### config.mk
export PLATFORM = sky130hd
export DESIGN_NAME = uart_rx_buffered_flat
export DESIGN_NICKNAME = d
export VERILOG_FILES = /design/src/rtl/uart_rx_buffered_if.sv /design/src/rtl/uart_rx_buffered.sv /design/src/flat_wrapper.sv
export SDC_FILE = /design/constraint.sdc
export NUM_CORES = 1
export LEC_CHECK = 0
export BUFFER_PORTS_ARGS = -buffer_cell sky130_fd_sc_hd__buf_2
export CAP_MARGIN = 20
export CORE_ASPECT_RATIO = 1.2
export CORE_MARGIN = 8
export CORE_UTILIZATION = 35
export DETAILED_ROUTE_END_ITERATION = 8
export PLACE_DENSITY_LB_ADDON = 0.2
export SLEW_MARGIN = 15
export SYNTH_ARGS = -nofsm -noshare
export SYNTH_HDL_FRONTEND = slang
export SYNTH_SLANG_ARGS = --single-unit
### constraint.sdc
create_clock -name clk -period 3.95 [get_ports clk]
set_clock_uncertainty 0.1 [all_clocks]
set_input_delay 0.1975 -clock clk [delete_from_list [all_inputs] [get_ports clk]]
set_output_delay 0.1975 -clock clk [all_outputs]
set_load 0.01 [all_outputs]
### src/rtl/uart_rx_buffered_if.sv
`timescale 1ns/1ps
`default_nettype none
// ============================================================================
// Module      : uart_rx_buffered_if
// Description : Pop-side bus of the buffered UART receiver: FIFO head word
//               with its error flags, valid/ready pop handshake, sticky
//               overrun with clear, and FIFO occupancy.
// Revision    : 1.0 - initial release
// ============================================================================
interface uart_rx_buffered_if #(
  parameter int WORD_LENGTH = 8,
  parameter int FIFO_DEPTH  = 16
);
  logic [WORD_LENGTH-1:0]        rx_data;
  logic                          rx_parity_err;
  logic                          rx_frame_err;
  logic                          rx_break;
  logic                          rx_data_valid;
  logic                          rx_data_ready;
  logic                          overrun;
  logic                          overrun_clear;
  logic [$clog2(FIFO_DEPTH):0]   fifo_count;

  // Receiver side: produces words, consumes pop and clear requests
  modport master (
    output rx_data, rx_parity_err, rx_frame_err, rx_break,
    output rx_data_valid, overrun, fifo_count,
    input  rx_data_ready, overrun_clear
  );

  // Consumer side
  modport slave (
    input  rx_data, rx_parity_err, rx_frame_err, rx_break,
    input  rx_data_valid, overrun, fifo_count,
    output rx_data_ready, overrun_clear
  );
endinterface
`default_nettype wire

### src/rtl/uart_rx_buffered.sv
`timescale 1ns/1ps
`default_nettype none
// ============================================================================
// Module      : uart_rx_buffered
// Description : UART receiver with 16x oversampling and 3-sample majority
//               vote, optional even/odd parity, 1 or 2 stop bits, break
//               detection and a first-word-fall-through receive FIFO.
// Revision    : 1.0 - initial release
// ============================================================================
module uart_rx_buffered #(
  parameter int CLOCKRATE   = 100000000,
  parameter int BAUD        = 115200,
  parameter int WORD_LENGTH = 8,
  parameter int PARITY_MODE = 0,
  parameter int STOP_BITS   = 1,
  parameter int FIFO_DEPTH  = 16
) (
  input  logic                clk,
  input  logic                reset,
  input  logic                UART_RX,
  output logic [2:0]          current_state_debug,
  uart_rx_buffered_if.master  bus
);

  localparam int c_OS_DIV = CLOCKRATE / (BAUD * 16);
  localparam int c_DIV_W  = (c_OS_DIV > 2) ? $clog2(c_OS_DIV) : 1;
  localparam int c_AW     = $clog2(FIFO_DEPTH);
  localparam int c_EW     = WORD_LENGTH + 3;

  localparam logic [c_DIV_W-1:0] c_DIV_MAX   = c_DIV_W'(c_OS_DIV - 1);
  localparam logic [3:0]         c_WORD_LAST = 4'(WORD_LENGTH - 1);
  localparam logic               c_STOP_LAST = 1'(STOP_BITS == 2);
  localparam logic [c_AW:0]      c_DEPTH     = (c_AW + 1)'(FIFO_DEPTH);

  localparam logic [2:0] c_IDLE      = 3'd0;
  localparam logic [2:0] c_START     = 3'd1;
  localparam logic [2:0] c_DATA      = 3'd2;
  localparam logic [2:0] c_PARITY    = 3'd3;
  localparam logic [2:0] c_STOP      = 3'd4;
  localparam logic [2:0] c_WAIT_HIGH = 3'd5;

  // Reject configurations the datapath cannot support
  generate
    if (c_OS_DIV < 2) begin : g_bad_os_div
      $error("uart_rx_buffered: CLOCKRATE/(BAUD*16) must be >= 2");
    end
    if (WORD_LENGTH < 5 || WORD_LENGTH > 9) begin : g_bad_word
      $error("uart_rx_buffered: WORD_LENGTH must be 5..9");
    end
    if (PARITY_MODE < 0 || PARITY_MODE > 2) begin : g_bad_parity
      $error("uart_rx_buffered: PARITY_MODE must be 0, 1 or 2");
    end
    if (STOP_BITS != 1 && STOP_BITS != 2) begin : g_bad_stop
      $error("uart_rx_buffered: STOP_BITS must be 1 or 2");
    end
    if (FIFO_DEPTH < 2 || (1 << c_AW) != FIFO_DEPTH) begin : g_bad_depth
      $error("uart_rx_buffered: FIFO_DEPTH must be a power of two >= 2");
    end
  endgenerate

  logic                   r_sync1;
  logic                   r_rx_s;
  logic [c_DIV_W-1:0]     r_div;
  logic [3:0]             r_idx;
  logic                   r_s7;
  logic                   r_s8;
  logic [2:0]             r_state;
  logic [WORD_LENGTH-1:0] r_shift;
  logic [3:0]             r_bit_cnt;
  logic                   r_stop_cnt;
  logic                   r_par_bit;
  logic                   r_par_err;

  logic                   w_tick;
  logic                   w_t9;
  logic                   w_t15;
  logic                   w_maj;
  logic                   w_enter_start;
  logic                   w_push;
  logic                   w_frame;
  logic                   w_brk;

  // Two-flop synchroniser for the asynchronous line, idle high
  always_ff @(posedge clk) begin
    if (reset) begin
      r_sync1 <= 1'b1;
      r_rx_s  <= 1'b1;
    end else begin
      r_sync1 <= UART_RX;
      r_rx_s  <= r_sync1;
    end
  end

  assign w_enter_start = (r_state == c_IDLE) && !r_rx_s;
  assign w_tick        = (r_div == c_DIV_MAX);
  assign w_t9          = w_tick && (r_idx == 4'd9);
  assign w_t15         = w_tick && (r_idx == 4'd15);
  assign w_maj         = (r_s7 & r_s8) | (r_s7 & r_rx_s) | (r_s8 & r_rx_s);

  // Oversampling tick divider and 0..15 sample index, phase-locked to the start edge
  always_ff @(posedge clk) begin
    if (reset || w_enter_start) begin
      r_div <= '0;
      r_idx <= '0;
    end else if (w_tick) begin
      r_div <= '0;
      r_idx <= r_idx + 1'b1;
    end else begin
      r_div <= r_div + 1'b1;
    end
  end

  // Capture the first two of the three vote samples; the third is live at index 9
  always_ff @(posedge clk) begin
    if (reset) begin
      r_s7 <= 1'b1;
      r_s8 <= 1'b1;
    end else begin
      if (w_tick && r_idx == 4'd7) r_s7 <= r_rx_s;
      if (w_tick && r_idx == 4'd8) r_s8 <= r_rx_s;
    end
  end

  // Push decision: first zero stop bit ends the frame early, else the last stop bit
  always_comb begin
    w_push  = 1'b0;
    w_frame = 1'b0;
    w_brk   = 1'b0;
    if (r_state == c_STOP && w_t9) begin
      if (!w_maj) begin
        w_push  = 1'b1;
        w_frame = 1'b1;
        w_brk   = !r_stop_cnt && (r_shift == '0) && !r_par_bit;
      end else if (r_stop_cnt == c_STOP_LAST) begin
        w_push  = 1'b1;
      end
    end
  end

  // Frame state machine
  always_ff @(posedge clk) begin
    if (reset) begin
      r_state    <= c_IDLE;
      r_shift    <= '0;
      r_bit_cnt  <= '0;
      r_stop_cnt <= 1'b0;
      r_par_bit  <= 1'b0;
      r_par_err  <= 1'b0;
    end else begin
      case (r_state)
        c_IDLE: begin
          if (!r_rx_s) begin
            r_state    <= c_START;
            r_bit_cnt  <= '0;
            r_stop_cnt <= 1'b0;
            r_par_bit  <= 1'b0;
            r_par_err  <= 1'b0;
          end
        end
        c_START: begin
          if (w_t9 && w_maj) begin
            r_state <= c_IDLE;
          end else if (w_t15) begin
            r_state <= c_DATA;
          end
        end
        c_DATA: begin
          if (w_t9) begin
            r_shift <= {w_maj, r_shift[WORD_LENGTH-1:1]};
          end
          if (w_t15) begin
            if (r_bit_cnt == c_WORD_LAST) begin
              r_state <= (PARITY_MODE != 0) ? c_PARITY : c_STOP;
            end else begin
              r_bit_cnt <= r_bit_cnt + 1'b1;
            end
          end
        end
        c_PARITY: begin
          if (w_t9) begin
            r_par_bit <= w_maj;
            r_par_err <= ((^r_shift) ^ w_maj) != (PARITY_MODE == 2);
          end
          if (w_t15) begin
            r_state <= c_STOP;
          end
        end
        c_STOP: begin
          if (w_t9 && !w_maj) begin
            r_state <= c_WAIT_HIGH;
          end else if (w_t9 && r_stop_cnt == c_STOP_LAST) begin
            r_state <= c_IDLE;
          end else if (w_t15) begin
            r_stop_cnt <= 1'b1;
          end
        end
        c_WAIT_HIGH: begin
          if (r_rx_s) begin
            r_state <= c_IDLE;
          end
        end
        default: r_state <= c_IDLE;
      endcase
    end
  end

  assign current_state_debug = r_state;

  // ---------------------------------------------------------------- FIFO --
  logic [c_EW-1:0] r_mem [FIFO_DEPTH];
  logic [c_AW-1:0] r_wptr;
  logic [c_AW-1:0] r_rptr;
  logic [c_AW:0]   r_count;
  logic            r_overrun;

  logic            w_valid;
  logic            w_full;
  logic            w_pop;
  logic            w_wr;
  logic [c_EW-1:0] w_entry;
  logic [c_EW-1:0] w_head;

  assign w_valid = (r_count != '0);
  assign w_full  = (r_count == c_DEPTH);
  assign w_pop   = w_valid && bus.rx_data_ready;
  assign w_wr    = w_push && (!w_full || w_pop);
  assign w_entry = {w_brk, w_frame, r_par_err, r_shift};
  assign w_head  = r_mem[r_rptr];

  // Storage array; written only when there is room (or a same-cycle pop)
  always_ff @(posedge clk) begin
    if (w_wr) begin
      r_mem[r_wptr] <= w_entry;
    end
  end

  // Pointers and occupancy
  always_ff @(posedge clk) begin
    if (reset) begin
      r_wptr  <= '0;
      r_rptr  <= '0;
      r_count <= '0;
    end else begin
      if (w_wr)  r_wptr <= r_wptr + 1'b1;
      if (w_pop) r_rptr <= r_rptr + 1'b1;
      case ({w_wr, w_pop})
        2'b10:   r_count <= r_count + 1'b1;
        2'b01:   r_count <= r_count - 1'b1;
        default: r_count <= r_count;
      endcase
    end
  end

  // Sticky overrun; a drop in the same cycle as a clear wins
  always_ff @(posedge clk) begin
    if (reset) begin
      r_overrun <= 1'b0;
    end else if (w_push && w_full && !w_pop) begin
      r_overrun <= 1'b1;
    end else if (bus.overrun_clear) begin
      r_overrun <= 1'b0;
    end
  end

  // Head outputs forced to zero when empty so stale storage never leaks out
  assign bus.rx_data       = w_valid ? w_head[WORD_LENGTH-1:0] : '0;
  assign bus.rx_parity_err = w_valid & w_head[WORD_LENGTH];
  assign bus.rx_frame_err  = w_valid & w_head[WORD_LENGTH+1];
  assign bus.rx_break      = w_valid & w_head[WORD_LENGTH+2];
  assign bus.rx_data_valid = w_valid;
  assign bus.overrun       = r_overrun;
  assign bus.fifo_count    = r_count;

endmodule
`default_nettype wire

### src/flat_wrapper.sv
// flat-port wrapper written by rule: the top's interface ports become plain ports
module uart_rx_buffered_flat 
#(
  parameter int CLOCKRATE   = 100000000,
  parameter int BAUD        = 115200,
  parameter int WORD_LENGTH = 8,
  parameter int PARITY_MODE = 0,
  parameter int STOP_BITS   = 1,
  parameter int FIFO_DEPTH  = 16
)
  (clk, reset, UART_RX, current_state_debug, bus_rx_data, bus_rx_parity_err, bus_rx_frame_err, bus_rx_break, bus_rx_data_valid, bus_overrun, bus_fifo_count, bus_rx_data_ready, bus_overrun_clear);
  uart_rx_buffered_if #(.WORD_LENGTH(WORD_LENGTH), .FIFO_DEPTH(FIFO_DEPTH)) bus_i ();
  input  logic clk;
  input  logic reset;
  input  logic UART_RX;
  output logic [2:0] current_state_debug;
  output wire logic [$bits(bus_i.rx_data)-1:0] bus_rx_data;
  output wire logic [$bits(bus_i.rx_parity_err)-1:0] bus_rx_parity_err;
  output wire logic [$bits(bus_i.rx_frame_err)-1:0] bus_rx_frame_err;
  output wire logic [$bits(bus_i.rx_break)-1:0] bus_rx_break;
  output wire logic [$bits(bus_i.rx_data_valid)-1:0] bus_rx_data_valid;
  output wire logic [$bits(bus_i.overrun)-1:0] bus_overrun;
  output wire logic [$bits(bus_i.fifo_count)-1:0] bus_fifo_count;
  input wire logic [$bits(bus_i.rx_data_ready)-1:0] bus_rx_data_ready;
  input wire logic [$bits(bus_i.overrun_clear)-1:0] bus_overrun_clear;
  assign bus_rx_data = bus_i.rx_data;
  assign bus_rx_parity_err = bus_i.rx_parity_err;
  assign bus_rx_frame_err = bus_i.rx_frame_err;
  assign bus_rx_break = bus_i.rx_break;
  assign bus_rx_data_valid = bus_i.rx_data_valid;
  assign bus_overrun = bus_i.overrun;
  assign bus_fifo_count = bus_i.fifo_count;
  assign bus_i.rx_data_ready = bus_rx_data_ready;
  assign bus_i.overrun_clear = bus_overrun_clear;
  uart_rx_buffered #(.CLOCKRATE(CLOCKRATE), .BAUD(BAUD), .WORD_LENGTH(WORD_LENGTH), .PARITY_MODE(PARITY_MODE), .STOP_BITS(STOP_BITS), .FIFO_DEPTH(FIFO_DEPTH)) u_core (.clk(clk), .reset(reset), .UART_RX(UART_RX), .current_state_debug(current_state_debug), .bus(bus_i));
endmodule
==> out/results.tsv <==
metric	value	unit
drc_errors	0	
nFillCells	2387	
postCtsSetupRepairBufs	0	
synth.ff_latch_count	226	
finalSetupViolCount	0	
first_iter_violations	270	
clockRootBuffer	clkbuf_16	
hpwl	12220	um
drive_gt1_share	24.68	%
place.port_buffers	25	
final_cell_mix	edfxtp_1, nor2_1, mux4_2, dfxtp_1	
synth.distinct_cells	55	
seq_area_frac_synth	67.79	%
crit_path_start_kind	register	
cts_buffers	25	
final.setup.tns	0	ns
wl_per_cell	20.99	um
die_area	31980	um2
area_growth	15.40	%
grt_overflow_total	0	
p_switching	974.5	uW
syn_area	9273	um2
grt_max_degree	45	
status	finished, final reports clean	
power_density	452.6	nW/um2
p_comb_share	2.0	%
coreArea	26190	um2
cts.sinks	226	
seq_power_share	52.8	%
p_int	3.869	mW
fin_crit_sh	90.46	%
clk_pin_slew	0.06	ns
cts.path.max_buffers	3	
fin_util	40.86	%
hold_violations	0	
dr.pass1.iters	6	
postRouteAntennaNets	0	
cp_max_fo	10	
rsz0062_at_grt	no	
irDropWorstVdd	328.4	uV
whs_path_depth	2	
chipHeight	194.3	um
syn_inst	560	
max_freq	0.2799	GHz
drv_slew	0	
relSlewSlack	33.14	%
hold_path.class	in -> reg	
period_needed	3.573	ns
place_ws	0.4097	ns
antenna_found_initial	0	
viasPerCell	5.167	
htree_levels	1	
final_common_cell	edfxtp_1	
synth.avg_cell_area	16.56	um2
grt_usage	12.83	%
max_slew.worst_pin.slew	1.002	ns
cts_resized	0	
n_antenna_cell	0	
crit_arrival	3.88	ns
grt_pass1_vias	5253	
synth-edff-count	176	
ios	26	
clkPwrFrac	45.1	%
crit_type	reg -> reg	
power	4.843	mW
final_nets	634	
fin_ws	0.3767	ns
end_kind	register	
rr_worst_depth	12	
die_x	164.6	um
gp_congestion	0.7941	
cts_tree	built	
yosysWarnings	0	
cellLeakagePower	3.641	nW
grt_first_pass_wirelength	31250	um
worstPathRequired	4.25	ns
vias	4976	
placementRows	65	
drt-total-wl	20210	um
clk_latency	0.52	ns
synth_ff_type	edfxtp_1	
start_util	35.41	%
cts_hold_buf	2	
power.share.switching	20.12	%
async_flop_share	0	%
syn-num-nets	583	
maxCapViolations	0	
-- worst max-delay path, stage by stage, from the launching register on --
cell and delay (ns):
dfxtp_1 0.38, ha_1 0.25, nand4b_1 0.28, nor4_4 0.35, and3_1 0.36, inv_2 0.08
ha_1 0.33, xor2_1 0.19, ha_1 0.20, a21oi_1 0.25, a32oi_1 0.15, a21oi_1 0.19
mux2_2 0.34
-- kinds of logic after synthesis --
family / synth area share, %
AOI/OAI and AO/OA: 2.483
xor gates and xnor gates: 1.983
adders and majority gates: 2.550
buffers and inverters: 1.970
DFF: 67.79
muxes: 15.13
and+or+nand+nor: 8.096
-- sequential cells by signal, summed over array words and instances, names as in the netlist, named ones only --
name and flops:
u_core.current_state_debug 3, u_core.r_idx 4, u_core.r_rptr 4, u_core.r_sync1 1, u_core.r_wptr 4, u_core.r_div 6, u_core.bus.overrun 1, u_core.r_mem 176
u_core.r_stop_cnt 1, u_core.r_shift 8, u_core.r_s8 1, u_core.bus.fifo_count 5, u_core.r_s7 1, u_core.r_par_err 1, u_core.r_bit_cnt 4, u_core.r_par_bit 1
u_core.r_rx_s 1
-- area by class of cell --
cell class	count	area, um2	share of cell area, %
sequential	226	6289	58.77
multi-input combinational	289	2836	26.51
clock buffer	32	651.9	6.092
tap	335	419.2	3.917
timing repair buffer	48	315.3	2.947
clock inverter	12	110.1	1.029
inverter	21	78.83	0.7367
-- synthesized netlist by cell type, types with 2 or more instances --
library cell | n | area [um2]
and3_1 | 5 | 31.28
inv_1 | 20 | 75.07
or2_2 | 4 | 25.02
and2_1 | 11 | 68.82
dfxtp_1 | 50 | 1001
xnor2_1 | 10 | 87.58
a32oi_1 | 2 | 17.52
buf_2 | 5 | 25.02
buf_1 | 4 | 15.01
mux4_2 | 55 | 1239
nand2_1 | 18 | 67.56
nand4b_1 | 3 | 26.28
edfxtp_1 | 176 | 5285
mux2_2 | 3 | 33.78
nand2b_1 | 4 | 25.02
nand4_1 | 6 | 37.54
nor4_4 | 2 | 42.54
nand3_1 | 6 | 30.03
o211ai_1 | 4 | 30.03
xor2_1 | 11 | 96.34
or3_1 | 3 | 18.77
nor2b_1 | 3 | 18.77
o21ai_0 | 4 | 20.02
clkbuf_1 | 14 | 52.55
ha_1 | 18 | 225.2
nor2_1 | 61 | 229.0
nor3_1 | 6 | 30.03
a21oi_1 | 11 | 55.05
nor4_1 | 2 | 12.51
nand3b_1 | 2 | 15.01
mux2i_1 | 13 | 130.1
-- worst paths after layout --
check                             start                                    end  slack, ns
max          u_core.r_div[0]$_SDFF_PP0_  u_core.bus.fifo_count[4]$_SDFFE_PP0P_       0.38
min                               reset         u_core.r_shift[5]$_SDFFE_PP0P_       0.09
max reg2reg  u_core.r_div[0]$_SDFF_PP0_  u_core.bus.fifo_count[4]$_SDFFE_PP0P_       0.38
min reg2reg   u_core.r_sync1$_SDFF_PP1_               u_core.r_rx_s$_SDFF_PP1_       0.31
-- stage by stage --
stage,hold WS (ns),cell area (um2),cells
finish,0.08715,10700,963
global route,0.09184,10700,963
CTS,0.07043,10700,963
detailed placement,0.2838,9918,917
global placement,0.2820,9918,917
floorplan,0.1996,9273,560
-- power by group through the flow --
stage | logic, mW | registers, mW | clock network [mW]
floorplan | 0.0702 | 2.61 | 0
global placement | 0.0929 | 2.61 | 0
detailed placement | 0.0960 | 2.61 | 0
CTS | 0.0983 | 2.56 | 2.25
global route | 0.108 | 2.56 | 2.34
finish | 0.0974 | 2.56 | 2.19
-- layer usage --
layer  up-vias  GRT usage (%)  routed length, um
met5         -              0                  0
met1      2593          16.23               8695
met2        99          22.18              10280
met3        24          2.283                942
met4         0          3.242                291
li1       2260              -                  -
Power figures use the tool's default switching activity.
